File: config.mk
export PLATFORM = sky130hd
export DESIGN_NAME = ahb_subordinate_protocol_flat
export DESIGN_NICKNAME = d
export VERILOG_FILES = /design/src/rtl/ahb_subordinate_protocol_if.sv /design/src/rtl/ahb_subordinate_protocol.sv /design/src/flat_wrapper.sv
export SDC_FILE = /design/constraint.sdc
export NUM_CORES = 1
export LEC_CHECK = 0
export BUFFER_PORTS_ARGS = -buffer_cell sky130_fd_sc_hd__buf_2
export CORE_AREA = 2 2 88 90
export CTS_BUF_LIST = sky130_fd_sc_hd__clkbuf_2 sky130_fd_sc_hd__clkbuf_4 sky130_fd_sc_hd__clkbuf_8
export CTS_CLUSTER_SIZE = 8
export DETAILED_ROUTE_END_ITERATION = 7
export DIE_AREA = 0 0 90 92
export GPL_ROUTABILITY_DRIVEN = 0
export HOLD_SLACK_MARGIN = 0.05
export PLACE_DENSITY_LB_ADDON = 0.05
export SLEW_MARGIN = 25
export SYNTH_ARGS = -nofsm -noshare
export SYNTH_HDL_FRONTEND = slang
export SYNTH_SLANG_ARGS = --single-unit
File: constraint.sdc
create_clock -name CLK -period 2.7 [get_ports CLK]
set_clock_uncertainty 0.1 [all_clocks]
set_input_delay 0.135 -clock CLK [delete_from_list [all_inputs] [get_ports CLK]]
set_output_delay 0.135 -clock CLK [all_outputs]
set_load 0.05 [all_outputs]
File: src/rtl/ahb_subordinate_protocol_if.sv
// AHB-Lite bus plus peripheral request signalling for one subordinate slot.
interface ahb_subordinate_protocol_if #(
   parameter int unsigned ADDR_WIDTH = 32,
   parameter int unsigned DATA_WIDTH = 32
);
   // AHB manager side
   logic                    HSEL;
   logic [ADDR_WIDTH-1:0]   HADDR;
   logic [1:0]              HTRANS;
   logic [2:0]              HSIZE;
   logic                    HWRITE;
   logic [2:0]              HBURST;
   logic [DATA_WIDTH-1:0]   HWDATA;
   logic                    HREADY;
   logic                    HREADYOUT;
   logic                    HRESP;
   logic [DATA_WIDTH-1:0]   HRDATA;

   // Peripheral protocol side
   logic                    wen;
   logic                    ren;
   logic [ADDR_WIDTH-1:0]   addr;
   logic [DATA_WIDTH-1:0]   wdata;
   logic [DATA_WIDTH/8-1:0] strobe;
   logic                    is_burst;
   logic [1:0]              burst_type;
   logic [7:0]              burst_length;
   logic                    secure_transfer;
   logic [DATA_WIDTH-1:0]   rdata;
   logic                    error;
   logic                    request_stall;

   // Subordinate (this block) view
   modport slave (
      input  HSEL, HADDR, HTRANS, HSIZE, HWRITE, HBURST, HWDATA, HREADY,
      output HREADYOUT, HRESP, HRDATA,
      output wen, ren, addr, wdata, strobe, is_burst, burst_type, burst_length, secure_transfer,
      input  rdata, error, request_stall
   );

   // Environment view: AHB manager plus peripheral
   modport master (
      output HSEL, HADDR, HTRANS, HSIZE, HWRITE, HBURST, HWDATA, HREADY,
      input  HREADYOUT, HRESP, HRDATA,
      input  wen, ren, addr, wdata, strobe, is_burst, burst_type, burst_length, secure_transfer,
      output rdata, error, request_stall
   );
endinterface

File: src/rtl/ahb_subordinate_protocol.sv
// AHB-Lite subordinate front end: turns address/data-phase transfers into
// wen/ren peripheral requests with stall and two-cycle error responses.
module ahb_subordinate_protocol #(
   parameter int unsigned ADDR_WIDTH = 32,
   parameter int unsigned DATA_WIDTH = 32
) (
   input logic                       CLK,
   input logic                       nRST,
   ahb_subordinate_protocol_if.slave bus
);
   localparam int unsigned STRB_WIDTH = DATA_WIDTH / 8;

   // Only a 32-bit data path is supported
   generate
      if (DATA_WIDTH != 32) begin : g_bad_width
         $error("ahb_subordinate_protocol: DATA_WIDTH must be 32");
      end
   endgenerate

   typedef enum logic [1:0] {ST_IDLE, ST_ACCESS, ST_ERR1, ST_ERR2} state_e;

   state_e                  state_q, state_d;
   logic                    write_q, write_d;
   logic                    wen_q, wen_d;
   logic                    ren_q, ren_d;
   logic                    hresp_q, hresp_d;
   logic [ADDR_WIDTH-1:0]   addr_q, addr_d;
   logic [STRB_WIDTH-1:0]   strobe_q, strobe_d;
   logic                    is_burst_q, is_burst_d;
   logic [1:0]              burst_type_q, burst_type_d;
   logic [7:0]              burst_length_q, burst_length_d;

   logic                    accept;
   logic                    illegal;
   logic                    take;
   logic                    hready_c;
   logic [STRB_WIDTH-1:0]   strobe_calc;
   logic [7:0]              burst_length_calc;

   // Address-phase qualification
   always_comb accept = bus.HSEL && bus.HREADY && bus.HTRANS[1];

   // Byte lanes and alignment legality of the address-phase transfer
   always_comb begin
      illegal     = 1'b0;
      strobe_calc = '0;
      case (bus.HSIZE)
         3'd0: strobe_calc = STRB_WIDTH'(4'b0001 << bus.HADDR[1:0]);
         3'd1: begin
            strobe_calc = STRB_WIDTH'(4'b0011 << {bus.HADDR[1], 1'b0});
            illegal     = bus.HADDR[0];
         end
         3'd2: begin
            strobe_calc = STRB_WIDTH'(4'b1111);
            illegal     = (bus.HADDR[1:0] != 2'b00);
         end
         default: illegal = 1'b1;
      endcase
   end

   // Burst length hint decoded from HBURST
   always_comb begin
      burst_length_calc = 8'd16;
      case (bus.HBURST)
         3'd0:       burst_length_calc = 8'd1;
         3'd1:       burst_length_calc = 8'd0;
         3'd2, 3'd3: burst_length_calc = 8'd4;
         3'd4, 3'd5: burst_length_calc = 8'd8;
         default:    burst_length_calc = 8'd16;
      endcase
   end

   // Next state, captured transfer attributes and ready generation
   always_comb begin
      state_d        = state_q;
      write_d        = write_q;
      addr_d         = addr_q;
      strobe_d       = strobe_q;
      is_burst_d     = is_burst_q;
      burst_type_d   = burst_type_q;
      burst_length_d = burst_length_q;
      take           = 1'b0;
      hready_c       = 1'b1;

      case (state_q)
         ST_IDLE, ST_ERR2: begin
            state_d = ST_IDLE;
            take    = accept;
         end
         ST_ACCESS: begin
            if (bus.request_stall) begin
               hready_c = 1'b0;
            end else if (bus.error) begin
               // Data phase ends in an error: hold the manager until ERR2
               hready_c = 1'b0;
               state_d  = ST_ERR1;
            end else begin
               state_d = ST_IDLE;
               take    = accept;
            end
         end
         ST_ERR1: begin
            hready_c = 1'b0;
            state_d  = ST_ERR2;
         end
         default: state_d = ST_IDLE;
      endcase

      if (take) begin
         state_d        = illegal ? ST_ERR1 : ST_ACCESS;
         write_d        = bus.HWRITE;
         addr_d         = bus.HADDR;
         strobe_d       = strobe_calc;
         is_burst_d     = (bus.HBURST != 3'd0);
         burst_type_d   = {1'b0, bus.HBURST[0]};
         burst_length_d = burst_length_calc;
      end

      wen_d   = (state_d == ST_ACCESS) && write_d;
      ren_d   = (state_d == ST_ACCESS) && !write_d;
      hresp_d = (state_d == ST_ERR1) || (state_d == ST_ERR2);
   end

   // State and output registers
   always_ff @(posedge CLK or negedge nRST) begin
      if (!nRST) begin
         state_q        <= ST_IDLE;
         write_q        <= 1'b0;
         wen_q          <= 1'b0;
         ren_q          <= 1'b0;
         hresp_q        <= 1'b0;
         addr_q         <= '0;
         strobe_q       <= '0;
         is_burst_q     <= 1'b0;
         burst_type_q   <= 2'd0;
         burst_length_q <= 8'd0;
      end else begin
         state_q        <= state_d;
         write_q        <= write_d;
         wen_q          <= wen_d;
         ren_q          <= ren_d;
         hresp_q        <= hresp_d;
         addr_q         <= addr_d;
         strobe_q       <= strobe_d;
         is_burst_q     <= is_burst_d;
         burst_type_q   <= burst_type_d;
         burst_length_q <= burst_length_d;
      end
   end

   assign bus.HREADYOUT       = hready_c;
   assign bus.HRESP           = hresp_q;
   assign bus.HRDATA          = ((state_q == ST_ACCESS) && ren_q) ? bus.rdata : '0;
   assign bus.wen             = wen_q;
   assign bus.ren             = ren_q;
   assign bus.addr            = addr_q;
   assign bus.wdata           = bus.HWDATA;
   assign bus.strobe          = strobe_q;
   assign bus.is_burst        = is_burst_q;
   assign bus.burst_type      = burst_type_q;
   assign bus.burst_length    = burst_length_q;
   assign bus.secure_transfer = 1'b0;
endmodule
File: src/flat_wrapper.sv
// flat-port wrapper written by rule: the top's interface ports become plain ports
module ahb_subordinate_protocol_flat 
#(
   parameter int unsigned ADDR_WIDTH = 32,
   parameter int unsigned DATA_WIDTH = 32
)
  (CLK, nRST, bus_HSEL, bus_HADDR, bus_HTRANS, bus_HSIZE, bus_HWRITE, bus_HBURST, bus_HWDATA, bus_HREADY, bus_HREADYOUT, bus_HRESP, bus_HRDATA, bus_wen, bus_ren, bus_addr, bus_wdata, bus_strobe, bus_is_burst, bus_burst_type, bus_burst_length, bus_secure_transfer, bus_rdata, bus_error, bus_request_stall);
  ahb_subordinate_protocol_if #(.ADDR_WIDTH(ADDR_WIDTH), .DATA_WIDTH(DATA_WIDTH)) bus_i ();
  input logic CLK;
  input logic nRST;
  input wire logic [$bits(bus_i.HSEL)-1:0] bus_HSEL;
  input wire logic [$bits(bus_i.HADDR)-1:0] bus_HADDR;
  input wire logic [$bits(bus_i.HTRANS)-1:0] bus_HTRANS;
  input wire logic [$bits(bus_i.HSIZE)-1:0] bus_HSIZE;
  input wire logic [$bits(bus_i.HWRITE)-1:0] bus_HWRITE;
  input wire logic [$bits(bus_i.HBURST)-1:0] bus_HBURST;
  input wire logic [$bits(bus_i.HWDATA)-1:0] bus_HWDATA;
  input wire logic [$bits(bus_i.HREADY)-1:0] bus_HREADY;
  output wire logic [$bits(bus_i.HREADYOUT)-1:0] bus_HREADYOUT;
  output wire logic [$bits(bus_i.HRESP)-1:0] bus_HRESP;
  output wire logic [$bits(bus_i.HRDATA)-1:0] bus_HRDATA;
  output wire logic [$bits(bus_i.wen)-1:0] bus_wen;
  output wire logic [$bits(bus_i.ren)-1:0] bus_ren;
  output wire logic [$bits(bus_i.addr)-1:0] bus_addr;
  output wire logic [$bits(bus_i.wdata)-1:0] bus_wdata;
  output wire logic [$bits(bus_i.strobe)-1:0] bus_strobe;
  output wire logic [$bits(bus_i.is_burst)-1:0] bus_is_burst;
  output wire logic [$bits(bus_i.burst_type)-1:0] bus_burst_type;
  output wire logic [$bits(bus_i.burst_length)-1:0] bus_burst_length;
  output wire logic [$bits(bus_i.secure_transfer)-1:0] bus_secure_transfer;
  input wire logic [$bits(bus_i.rdata)-1:0] bus_rdata;
  input wire logic [$bits(bus_i.error)-1:0] bus_error;
  input wire logic [$bits(bus_i.request_stall)-1:0] bus_request_stall;
  assign bus_i.HSEL = bus_HSEL;
  assign bus_i.HADDR = bus_HADDR;
  assign bus_i.HTRANS = bus_HTRANS;
  assign bus_i.HSIZE = bus_HSIZE;
  assign bus_i.HWRITE = bus_HWRITE;
  assign bus_i.HBURST = bus_HBURST;
  assign bus_i.HWDATA = bus_HWDATA;
  assign bus_i.HREADY = bus_HREADY;
  assign bus_HREADYOUT = bus_i.HREADYOUT;
  assign bus_HRESP = bus_i.HRESP;
  assign bus_HRDATA = bus_i.HRDATA;
  assign bus_wen = bus_i.wen;
  assign bus_ren = bus_i.ren;
  assign bus_addr = bus_i.addr;
  assign bus_wdata = bus_i.wdata;
  assign bus_strobe = bus_i.strobe;
  assign bus_is_burst = bus_i.is_burst;
  assign bus_burst_type = bus_i.burst_type;
  assign bus_burst_length = bus_i.burst_length;
  assign bus_secure_transfer = bus_i.secure_transfer;
  assign bus_i.rdata = bus_rdata;
  assign bus_i.error = bus_error;
  assign bus_i.request_stall = bus_request_stall;
  ahb_subordinate_protocol #(.ADDR_WIDTH(ADDR_WIDTH), .DATA_WIDTH(DATA_WIDTH)) u_core (.CLK(CLK), .nRST(nRST), .bus(bus_i));
endmodule
# Word level (Yosys, flattened, before mapping)
# Cells that the tools add are included.
[word_totals]
reg_bits = 52
in_bits = 111
wordCells = 56
[op_classes]
n_eq_ne = 13
n_shift = 2
mux = 16
reduce_logical = 15
[ops]
columns = ["operator", "n"]
rows = [
  ["two-way mux 32 bit", 1],
  ["one-hot mux 5 bit (4 select lines)", 1],
  ["one-hot mux 4 bit (3 select lines)", 1],
  ["== test 3 x 2 -> 1 bit (second input constant)", 3],
  ["== test 2 bit (second input constant)", 4],
  ["two-way mux 2 bit", 4],
  ["== test 3 x 1 -> 1 bit (second input constant)", 2],
  ["== test 3 bit (second input constant)", 2],
  ["zero test 3 bit", 2],
  ["one-hot mux 2 bit (3 select lines)", 1],
  ["OR reduction 2 bit", 3],
  ["logical AND 1 bit", 5],
  ["two-way mux 1 bit", 5],
  ["== test 2 x 1 -> 1 bit (second input constant)", 2],
  ["one-hot mux 1 bit (2 select lines)", 2],
  ["<< shifter 1 x 2 -> 4 bit (first input constant)", 1],
  ["<< shifter 2 x 2 -> 4 bit (first input constant)", 1],
  ["one-hot mux 1 bit (3 select lines)", 1],
  ["nonzero test 3 bit", 1],
  ["zero test 2 bit", 1],
  ["nonzero test 2 bit", 1],
  ["zero test 1 bit", 1],
  ["logical OR 1 bit", 1],
]

# Logic depth before layout (Yosys ltp)
[logic_depth]
ltp_word = 8
mapped_depth = 9
depth_no_buf = 6

# Worst setup path after synthesis
# Ideal clock, no wire load.
[synth_timing]
kind = "register to output"
startpoint = "register u_core.state_q[1]"
endpoint = "output bus_HREADYOUT"
t_arrival_ps = 1656
required_time_ps = 2465
path_slack_ps = 809
path_stages_with_launch = 6
n_path_buf = 2
path_cell_list = "dfrtp_1 > inv_1 > ha_1 > buf_4 > clkbuf_1 > o21bai_1"
[synth_between]
elab_chain_cells = 2
elab_cells_between_ends = 3
[synth_lines]
columns = ["item", "line_no", "rtl"]
rows = [
  ["from (decl)", "ahb_subordinate_protocol.sv:22", "state_e state_q, state_d;"],
  ["from (signal assigned)", "ahb_subordinate_protocol.sv:138", "state_q <= state_d;"],
  ["== test 2 bit or == test 2 x 1 -> 1 bit (tied branches)", "ahb_subordinate_protocol.sv:85", "case (state_q)"],
  ["one-hot mux 1 bit (2 select lines) (*)", "ahb_subordinate_protocol.sv:85", ""],
  ["to (decl)", "flat_wrapper.sv:19", "output wire logic [$bits(bus_i.HREADYOUT)-1:0] bus_HREADYOUT;"],
]
# Mark *: on every way between the ends. The rest lies on a longest branch, timed or not.

# Worst setup path in the final report
[layout_timing]
startpoint = "register u_core.state_q[0]"
endpoint = "register u_core.addr_q[19], in the netlist u_core.bus.addr[19]"
[layout_between]
elab_chain_cells = 3
elab_cells_between_ends = 5
[layout_lines]
columns = ["item", "line_no", "rtl"]
rows = [
  ["== test 2 bit or zero test 2 bit (tied branches)", "ahb_subordinate_protocol.sv:85", ""],
  ["OR reduction 2 bit", "ahb_subordinate_protocol.sv:85", ""],
  ["one-hot mux 1 bit (2 select lines) (*)", "ahb_subordinate_protocol.sv:85", ""],
  ["to (signal assigned)", "ahb_subordinate_protocol.sv:143", "addr_q <= addr_d;"],
  ["to (decl)", "ahb_subordinate_protocol.sv:27", "logic [ADDR_WIDTH-1:0] addr_q, addr_d;"],
]
# Marks and branches as above.
# A chain may end at the register's enable or synchronous reset.

==> results_dict.tcl <==
set metrics [dict create \
    syn_area_um2 2670 \
    clkSinkCount 48 \
    setup_viol 0 \
    leakage_nw 2.16 \
    grt_pass1_wl_um 10800 \
    synth_area_per_cell_um2 11.8 \
    io_pins 227 \
    worst_r2r_path_depth 5 \
    core_area_um2 7450 \
    syn2layout_area_growth_pct 40.5 \
    finalCriticalPeriod_ns 2.04 \
    outcome "finished clean" \
    yosysWarnings 0 \
    ys_ff_latch 48 \
    tritoncts "yes" \
    num_antenna_cells 0 \
    timing.fmax_mhz 490 \
    nNetsFinal 501 \
    tightest_slew_ns 0.737 \
    wirelength_um 6760 \
    hold_viol 0 \
    portBuffers 155 \
    antenna_found_initial 0 \
    cp-end-kind "flop" \
    final_cells 490 \
    yosysSeqAreaShare 0.450 \
    rrSetupSlack_ns 0.66 \
    slew_viol_final 0 \
    clk_latency_ns 0.30 \
    clkTransAtPathRegs_ns 0.09 \
    cts_buffer_depth 2 \
    hold_path_class "in2reg" \
    ir_drop_mv 0.355 \
    critical_path_required_ns 2.79 \
    arrival_ns 2.13 \
    rows 32 \
    powerDensity_nw_per_um2 674 \
    net-switching-power_w 0.00108 \
    die_x_um 90 \
    hpwl_um 4910 \
    htreeDepth 2 \
    netlist.area_leader.share 0.450 \
    numCtsBuffers 5 \
    grt_usage 0.160 \
    fillers 727 \
    combPwrFrac 0.442 \
    drt.antenna.violating_nets 0 \
    grt_pass1_vias 2091 \
    fin_hold_ws_ns 0.109 \
    post_cts_buffers 0 \
    remaining_drc_errors 0 \
    worstSetupPathType "reg2reg" \
    wl_per_cell_um 13.8 \
    r2r-start "u_core.state_q[0]$_DFF_PN0_" \
    min_period_over_period 0.756 \
    mostFrequentLayoutCell "buf_2" \
    r2r_end "u_core.bus.addr[19]$_DFFE_PN0N_" \
    max_cap_violations 0 \
    startpoint_type "flop" \
    seqPwrFrac 0.378 \
    p_clk_frac 0.180 \
    internal-power_w 0.00145 \
    min_path_cells 3 \
    cts_hold_buf 39 \
    via_per_inst 4.40 \
    drt_iter0_drc 56 \
    cp_max_fo 14 \
    cp-startpoint "u_core.state_q[0]$_DFF_PN0_" \
    placedCellCount 443 \
    slew_headroom 0.509 \
    tns_ns 0 \
    drive_gt1_frac 0.534 \
    grt_max_degree 49 \
    first_pass_iters 4 \
    rsz0062_at_grt "no" \
    p_sw_frac 0.426 \
    layout_common_cells "buf_2 (155), dfrtp_1 (48), dlygate4sd3_1 (39)" \
    cts_resized 0 \
    synthTopCellsByArea "dfrtp_1 (45%), mux2_4 (16%), buf_4 (11%)" \
    post-synth-top-area-cell "dfrtp_1" \
    vias 2157 \
    crit_end "u_core.bus.addr[19]$_DFFE_PN0N_" \
    start_util 0.358 \
    die-area_um2 8280 \
    die_h_um 92 \
    grt-ovfl-total 0 \
    synth_cell_types 32 \
    postSynthCellCount 226 \
    cts-root-buf "clkbuf_8" \
]
## per-stage QoR
stage	setup WS [ns]	instance area (um2)	total power, W	util
6_report	0.658	3740	0.00252	0.503
5_1_grt	0.528	3740	0.00266	0.503
4_1_cts	0.623	3740	0.00256	0.503
3_5_place_dp	0.639	3260	0.00204	0.438
3_3_place_gp	0.639	3260	0.00204	0.438
2_1_floorplan	0.809	2690	0.00190	-
## worst min-delay path by stage
stage | start | end | slack, ns
2_1_floorplan | nRST | u_core.bus.HRESP$_DFF_PN0_ | -0.26
3_3_place_gp | bus_HWDATA[18] | bus_wdata[18] | 0.17
3_5_place_dp | bus_HWDATA[18] | bus_wdata[18] | 0.17
4_1_cts | bus_HSIZE[1] | u_core.bus.strobe[1]$_DFFE_PN0N_ | 0.1
5_1_grt | bus_HSIZE[1] | u_core.bus.strobe[1]$_DFFE_PN0N_ | 0.13
6_report | bus_HSIZE[1] | u_core.bus.strobe[0]$_DFFE_PN0N_ | 0.11
## cells by family after synthesis
group	Yosys count	synth area share
compound gates	29	0.0671
fa+ha+maj	3	0.0141
buf+inv	57	0.157
flops	48	0.450
mux	34	0.183
other cells	1	0.00141
simple gates	54	0.127
## area by class of cell
| cell class | count | area, um2 | share of cell area |
|---|---|---|---|
| Tap cell | 102 | 128 | 0.0341 |
| Sequential cell | 48 | 1200 | 0.321 |
| Multi-Input combinational cell | 126 | 1070 | 0.287 |
| Inverter | 6 | 22.5 | 0.00601 |
| Clock inverter | 2 | 13.8 | 0.00368 |
| Clock buffer | 6 | 82.6 | 0.0221 |
| Timing Repair Buffer | 200 | 1220 | 0.327 |
## layer usage
| metal | vias to the layer above | global-route usage | routed length (um) |
|---|---|---|---|
| li1 | 1047 | - | - |
| met1 | 990 | 0.189 | 2710 |
| met2 | 110 | 0.280 | 3420 |
| met3 | 10 | 0.0501 | 544 |
| met4 | 0 | 0.0462 | 80 |
| met5 | - | 0 | 0 |
## power by group through the flow
stage	sequential (W)	combinational, W	clock (W)
2_1_floorplan	0.00150	0.000405	0
3_3_place_gp	0.000961	0.00107	0
3_5_place_dp	0.000963	0.00108	0
4_1_cts	0.000951	0.00112	0.000484
5_1_grt	0.000977	0.00117	0.000512
6_report	0.000953	0.00112	0.000455
## Yosys cell counts
cell type	n
conb_1	1
clkbuf_1	7
and3_1	32
o21bai_1	2
and2_1	1
a21o_1	2
nand2b_1	3
and4b_1	1
o21ai_0	14
nand2_1	9
nor2b_1	1
mux2_4	28
nor3_1	2
o22ai_1	1
buf_6	1
buf_2	1
dfrtp_1	48
inv_1	6
nor2_1	2
buf_12	3
ha_1	3
buf_4	39
a31oi_1	1
nor4_4	1
a21boi_0	1
nand4_1	1
a21oi_1	5
mux2_2	6
o32ai_1	1
o32ai_2	1
o21ai_2	1
nor3b_4	1
## registers in the layout, summed over array words and instances, names as in the netlist
| name | cells |
|---|---|
| u_core.bus.burst_type | 1 |
| u_core.bus.is_burst | 1 |
| u_core.state_q | 2 |
| u_core.write_q | 1 |
| u_core.bus.ren | 1 |
| u_core.bus.burst_length | 4 |
| u_core.bus.addr | 32 |
| u_core.bus.wen | 1 |
| u_core.bus.strobe | 4 |
| u_core.bus.HRESP | 1 |
## worst max-delay path: stages (launching register included)
cell	delay (ns)
dfrtp_1	0.39
inv_1	0.07
ha_1	0.35
o21ai_4	0.40
buf_4	0.30
mux2_4	0.32
Note: power is estimated with default switching activity, not from simulation.
